==> config.mk <==
export PLATFORM = sky130hd
export DESIGN_NAME = deserializer
export DESIGN_NICKNAME = d
export VERILOG_FILES = /design/src/rtl/deserializer.sv
export SDC_FILE = /design/constraint.sdc
export NUM_CORES = 1
export LEC_CHECK = 0
export ABC_AREA = 1
export ABC_CLOCK_PERIOD_IN_PS = 54900
export CORE_MARGIN = 1.5
export CORE_UTILIZATION = 59
export CTS_CLUSTER_DIAMETER = 150
export DETAILED_ROUTE_END_ITERATION = 10
export GPL_TIMING_DRIVEN = 0
export HOLD_SLACK_MARGIN = 0.1
export PLACE_DENSITY = 0.85
export SYNTH_ARGS = -nofsm -noshare
export SYNTH_HDL_FRONTEND = slang
export SYNTH_SLANG_ARGS = --single-unit
export TNS_END_PERCENT = 30
==> constraint.sdc <==
create_clock -name clk -period 54.9 [get_ports clk]
set_input_delay 10.98 -clock clk [delete_from_list [all_inputs] [get_ports clk]]
set_output_delay 10.98 -clock clk [all_outputs]
set_load 0.05 [all_outputs]
==> src/rtl/deserializer.sv <==
// Packs a stream of INWIDTH-bit words (first word into the LSB slice) into OUTWIDTH-bit blocks.
// Latency: out_valid rises one cycle after the word that completes a block; the output holds one block.
// Backpressure: while a block is held, in_ready follows out_ready, so a stalled consumer stalls the producer.
module deserializer #(
  parameter  int INWIDTH  = 64,
  parameter  int OUTWIDTH = 256,
  localparam int WORDS    = OUTWIDTH / INWIDTH,
  localparam int CW       = $clog2(WORDS) + 1
) (
  input  logic                clk,
  input  logic                rst,
  input  logic [INWIDTH-1:0]  in_data,
  input  logic                in_valid,
  input  logic                in_last,
  output logic                in_ready,
  output logic [OUTWIDTH-1:0] out_data,
  output logic                out_valid,
  input  logic                out_ready,
  output logic [CW-1:0]       out_words
);

  typedef enum logic {COLLECT, HOLD} state_t;

  state_t              state, state_n;
  logic [CW-1:0]       cnt, cnt_n;
  logic [OUTWIDTH-1:0] shift_buf, shift_buf_n;
  logic [OUTWIDTH-1:0] out_data_n;
  logic [CW-1:0]       out_words_n;
  logic [OUTWIDTH-1:0] merged;

  // Current partial block with the incoming word in slice cnt and every slice above it zeroed.
  always_comb begin
    merged = shift_buf;
    for (int i = 0; i < WORDS; i++) begin
      if (CW'(i) == cnt) begin
        merged[i*INWIDTH +: INWIDTH] = in_data;
      end else if (CW'(i) > cnt) begin
        merged[i*INWIDTH +: INWIDTH] = '0;
      end
    end
  end

  // State register; reset drops any block being filled or held.
  always_ff @(posedge clk or posedge rst) begin
    if (rst) begin
      state <= COLLECT;
    end else begin
      state <= state_n;
    end
  end

  // Next-state, datapath next values and handshake outputs.
  always_comb begin
    state_n     = state;
    cnt_n       = cnt;
    shift_buf_n = shift_buf;
    out_data_n  = out_data;
    out_words_n = out_words;
    in_ready    = 1'b1;
    out_valid   = 1'b0;
    case (state)
      COLLECT: begin
        in_ready = 1'b1;
        if (in_valid) begin
          if (in_last || cnt == CW'(WORDS - 1)) begin
            out_data_n  = merged;
            out_words_n = cnt + CW'(1);
            shift_buf_n = '0;
            cnt_n       = '0;
            state_n     = HOLD;
          end else begin
            shift_buf_n = merged;
            cnt_n       = cnt + CW'(1);
          end
        end
      end
      HOLD: begin
        out_valid = 1'b1;
        // Accept a word only in the cycle the held block leaves, so no bubble appears.
        in_ready  = out_ready;
        if (out_ready) begin
          if (in_valid) begin
            if (in_last) begin
              // Single-word block replaces the departing one and is held straight away.
              out_data_n  = OUTWIDTH'(in_data);
              out_words_n = CW'(1);
            end else begin
              shift_buf_n = OUTWIDTH'(in_data);
              cnt_n       = CW'(1);
              state_n     = COLLECT;
            end
          end else begin
            state_n = COLLECT;
          end
        end
      end
      default: state_n = COLLECT;
    endcase
  end

  // Datapath registers: partial-block buffer, word count and the presented block.
  always_ff @(posedge clk or posedge rst) begin
    if (rst) begin
      cnt       <= '0;
      shift_buf <= '0;
      out_data  <= '0;
      out_words <= '0;
    end else begin
      cnt       <= cnt_n;
      shift_buf <= shift_buf_n;
      out_data  <= out_data_n;
      out_words <= out_words_n;
    end
  end

endmodule

**Yosys cells after proc, flatten, opt, wreduce, memory -nomap -nowiden**

Cells that the tools add are included.

- Register bits after elaboration: 519
- Input port bits: 69
- Output and inout port bits: 261
- Logic and storage cells: 65

- Add/sub/neg operators: 1
- Magnitude comparators: 4
- Equality and inequality tests: 10
- Multiplexer cells: 40
- Bitwise operators: 1
- Reductions and logical operators: 4

Operators with widths:

| cell | count |
|---|---|
| two-way mux 256 bit | 10 |
| case mux 256 bit (2 select lines) | 2 |
| two-way mux 64 bit | 8 |
| two-way mux 3 bit | 10 |
| != test 2 bit (second input constant) | 6 |
| case mux 3 bit (2 select lines) | 2 |
| equality test 2 x 3 -> 1 bit (first input constant) | 2 |
| greater-than comparator 1 x 3 -> 1 bit (first input constant) | 2 |
| greater-than comparator 2 x 3 -> 1 bit (first input constant) | 2 |
| two-way mux 1 bit | 6 |
| AND reduction 5 bit | 1 |
| case mux 1 bit (2 select lines) | 2 |
| AND reduction 4 bit | 1 |
| adder 3 x 1 -> 3 bit (second input constant) | 1 |
| equality test 1 x 3 -> 1 bit (first input constant) | 1 |
| equality test 3 x 2 -> 1 bit (second input constant) | 1 |
| logical NOT 3 bit | 1 |
| logical OR 1 bit | 1 |
| inverter 1 bit | 1 |

**Depth between registers and ports, before layout**

- Word-level depth: 6
- Depth in mapped cells: 10
- Mapped depth without buffers: 8

**Least setup slack after synthesis**

Ideal clock, no wire load.

- Kind: input to output
- Start point: input out_ready
- End point: output in_ready
- Arrival time: 11238 ps
- Slack: 32682 ps
- Cell stages on the path: 2
- Path buffers: 0
- Path through: inv_1 -> nand2_2

- Word-level cells in the longest chain between the ends: 1

Ends and longest elaborated chain:

| item | line | source |
|---|---|---|
| start, declared | 18 | `input logic out_ready,` |
| case mux 1 bit (2 select lines) | 61 | `case (state)` |
| end, declared | 15 | `output logic in_ready,` |

No other way between the ends.

**Final worst setup path**

Ends and elaborated chain as after synthesis.

==> flow_metrics.tcl <==
set metrics [dict create \
    worstHoldPathCells 2 \
    worstHoldStart "out_data[121]" \
    netlist.area_leader.share_pct 56.1 \
    gp_congestion 0.913 \
    synthXorXnorAreaFrac_pct 0.0378 \
    r2r-end "out_data[194]" \
    first_global_vias 21800 \
    tritoncts "built" \
    combinational_family_with_the_most_area_after_synthesis "simple AND/OR/NAND/NOR gates" \
    cts-hold-fix-buffers 0 \
    final_worst_path_period_share_pct 42.7 \
    timing.critical_path.from_type "input port" \
    fillCellCount 2811 \
    final_net_count 3510 \
    power.share.clock_pct 28.4 \
    die-area_um2 40500 \
    final_hold_viol_count 0 \
    setup_total_negative_slack_ns 0 \
    cell_area_after_layout_um2 29000 \
    synthMuxAreaShare_pct 0 \
    regToRegSetupSlack_ns 52.27 \
    die-width_um 201 \
    synth.ff_latch_count 519 \
    clkTransAtPathRegs_ns 0.06 \
    dp.cells 3903 \
    synth-compound-area-share_pct 4.32 \
    power.switching_w 0.000513 \
    gr-usage-all-layers_pct 35.8 \
    cap_viol_max_count 0 \
    internal-power_w 0.000796 \
    power_leakage_nw 15.8 \
    synth_area_um2 23200 \
    rr_startpoint "state" \
    synth_enable_flop_cells 0 \
    post-synth-top-count-cell "sky130_fd_sc_hd__nand2_1" \
    postCtsSetupRepairBufs 0 \
    cts_sink_cnt 519 \
    maxSlewHeadroom_pct 38.5 \
    critPathRequiredTime_ns 43.92 \
    clock_path_buffers 3 \
    synth_nets 3124 \
    antenna_violating_nets_post_route 0 \
    slew_violations 0 \
    worst_ep_arrival_time_ns 12.44 \
    die-height_um 201 \
    layout-area-overhead-vs-synth_pct 25.2 \
    cts_htree_levels 2 \
    clock.fmax_mhz 42.7 \
    avgSynthCellArea_um2 7.59 \
    io_buffer_count 329 \
    power.density_nw_per_um2 45.1 \
    detailedRoute.firstIterationViolations 2449 \
    period_minus_slack_ns 23.42 \
    synth_cells 3052 \
    power.share.sequential_pct 37.5 \
    timing.reg2reg.worst_path_depth 9 \
    min-delay-path-class "reg -> reg" \
    grt_setup_unrepaired "false" \
    power_frac_comb_pct 34.1 \
    crit_type "in -> out" \
    yosys_most_used_dff "sky130_fd_sc_hd__dfrtp_1" \
    dp.final_hpwl_um 50100 \
    postLayoutCoreUtil_pct 74.9 \
    post-synth-top-area-cell "sky130_fd_sc_hd__dfrtp_1" \
    row_count 72 \
    post_cts.resized_instances 0 \
    setup_viol 0 \
    cts.root.buffer_cell "sky130_fd_sc_hd__clkbuf_16" \
    synth_seq_area_share_pct 56.1 \
    switching_share_pct 39.2 \
    number_of_antenna_violations_at_the_first_check_in_global_routing 2 \
    end_kind "primary output" \
    layout.cells.non_filler 3997 \
    grt_start_max_net_pins 134 \
    synthSimpleGateAreaFrac_pct 34.3 \
    vias_per_cell 5.62 \
    tritoncts.num_buffers 51 \
    ios 330 \
    ys_top_cells_by_area "sky130_fd_sc_hd__dfrtp_1 56%, sky130_fd_sc_hd__nand2_1 31%, sky130_fd_sc_hd__nand3_1 2.8%, sky130_fd_sc_hd__o21ai_0 2.7%, sky130_fd_sc_hd__buf_2 2.0%" \
    synthArstFlopShare_pct 100 \
    via_count 22500 \
    netlist-cell-type-count 20 \
    floorplan.core_area_um2 38700 \
    min_delay_worst_endpoint "out_data[121]" \
    placedInstanceArea_um2 27200 \
    firstDrtPassIters 6 \
    synthTopCellsByCount "1923 x sky130_fd_sc_hd__nand2_1, 519 x sky130_fd_sc_hd__dfrtp_1, 131 x sky130_fd_sc_hd__nand3_1" \
    synth.yosys.warnings 0 \
    result_of_the_run "finished clean" \
    post_drt_wl_per_cell_um 18.0 \
    post_synth_fa_ha_maj_area_fraction_pct 0.162 \
    ir_drop_v 0.0000347 \
    finClkSkew_ns 0.0125 \
    timing.hold.ws_ns 0.472 \
    drc 0 \
    crit_fanout 4 \
    first_pass_grt_wire_length_um 115000 \
    grt-ovfl-total 0 \
    starting_density_pct 59.8 \
    share_of_cells_above_drive_strength_1_pct 6.04 \
    worst_skew_pair.late_latency_ns 0.59 \
    tightestPinTransition_ns 0.921 \
    detail_route.wirelength_um 71900 \
]
routing by layer:
| layer | GRT usage [%] | wire length (um) | vias up |
|---|---|---|---|
| li1 | - | - | 10200 |
| met1 | 48.0 | 28600 | 10800 |
| met2 | 55.9 | 32800 | 1294 |
| met3 | 6.80 | 6830 | 233 |
| met4 | 18.6 | 3660 | 0 |
| met5 | 0 | 0 | - |
kinds of logic (layout without fill, tap and decap cells):
family / count (synthesis) / after routing
and+or+nand+nor: 2067 / 2067
DFF: 519 / 519
buffers and inverters: 263 / 687
AOI/OAI and AO/OA: 199 / 199
adders and majority gates: 3 / 3
xor gates and xnor gates: 1 / 1
other: 0 / 3
power by group through the flow:
stage	sequential, W	clock, W	combinational, W
global route	0.000497	0.000390	0.000476
CTS	0.000489	0.000373	0.000443
detailed placement	0.000494	0	0.000440
floorplan	0.000621	0	0.000153
finish	0.000490	0.000371	0.000446
global placement	0.000493	0	0.000429
placed cells by master, fill, tap and decap left out, types with 2 or more instances in the layout:
cell,instances
sky130_fd_sc_hd__a21oi_1,58
sky130_fd_sc_hd__buf_1,9
sky130_fd_sc_hd__buf_16,4
sky130_fd_sc_hd__buf_2,92
sky130_fd_sc_hd__buf_4,23
sky130_fd_sc_hd__bufinv_16,7
sky130_fd_sc_hd__clkbuf_1,72
sky130_fd_sc_hd__clkbuf_16,53
sky130_fd_sc_hd__clkbuf_8,10
sky130_fd_sc_hd__clkdlybuf4s50_1,329
sky130_fd_sc_hd__clkinv_2,9
sky130_fd_sc_hd__dfrtp_1,519
sky130_fd_sc_hd__diode_2,3
sky130_fd_sc_hd__ha_1,3
sky130_fd_sc_hd__inv_1,73
sky130_fd_sc_hd__inv_2,4
sky130_fd_sc_hd__nand2_1,1923
sky130_fd_sc_hd__nand2_2,2
sky130_fd_sc_hd__nand3_1,131
sky130_fd_sc_hd__nand3_2,2
sky130_fd_sc_hd__nor2_1,7
sky130_fd_sc_hd__o21ai_0,124
sky130_fd_sc_hd__o21ai_1,16
stage by stage:
| step | power [W] | setup WS, ns |
|---|---|---|
| 4_1_cts | 0.00131 | 31.49 |
| 3_5_place_dp | 0.000934 | 31.50 |
| 5_1_grt | 0.00136 | 31.45 |
| 3_3_place_gp | 0.000922 | 24.13 |
| 6_report | 0.00131 | 31.48 |
| 2_1_floorplan | 0.000774 | 29.42 |
flip-flops by register name, indices dropped and copies added (netlist names):
| register | count |
|---|---|
| out_data | 256 |
| shift_buf | 256 |
| cnt | 3 |
| out_words | 3 |
| state | 1 |
layout make-up:
class	instances	area, um^2	share of cell area (%)
Sequential cell	519	13000	44.8
Multi-Input combinational cell	2270	8990	31.0
Timing Repair Buffer	333	3400	11.7
Clock buffer	74	1510	5.19
Buffer	185	896	3.09
Tap cell	518	648	2.23
Inverter	78	300	1.04
Clock inverter	17	263	0.906
Antenna cell	3	7.51	0.0259
critical path, stage by stage:
cell and delay, ns:
sky130_fd_sc_hd__clkdlybuf4s50_1 0.45, sky130_fd_sc_hd__inv_1 0.05, sky130_fd_sc_hd__nand2_2 0.13, sky130_fd_sc_hd__clkdlybuf4s50_1 0.83
how the worst max path moves through the flow:
stage,start,end,slack (ns),cells past startpoint
floorplan,rst,cnt[0],29.42,1
global placement,rst,out_data[217],24.13,2
detailed placement,out_ready,in_ready,31.50,4
CTS,out_ready,in_ready,31.49,4
global route,out_ready,in_ready,31.45,4
finish,out_ready,in_ready,31.48,4
Power figures use the tool's default switching activity.
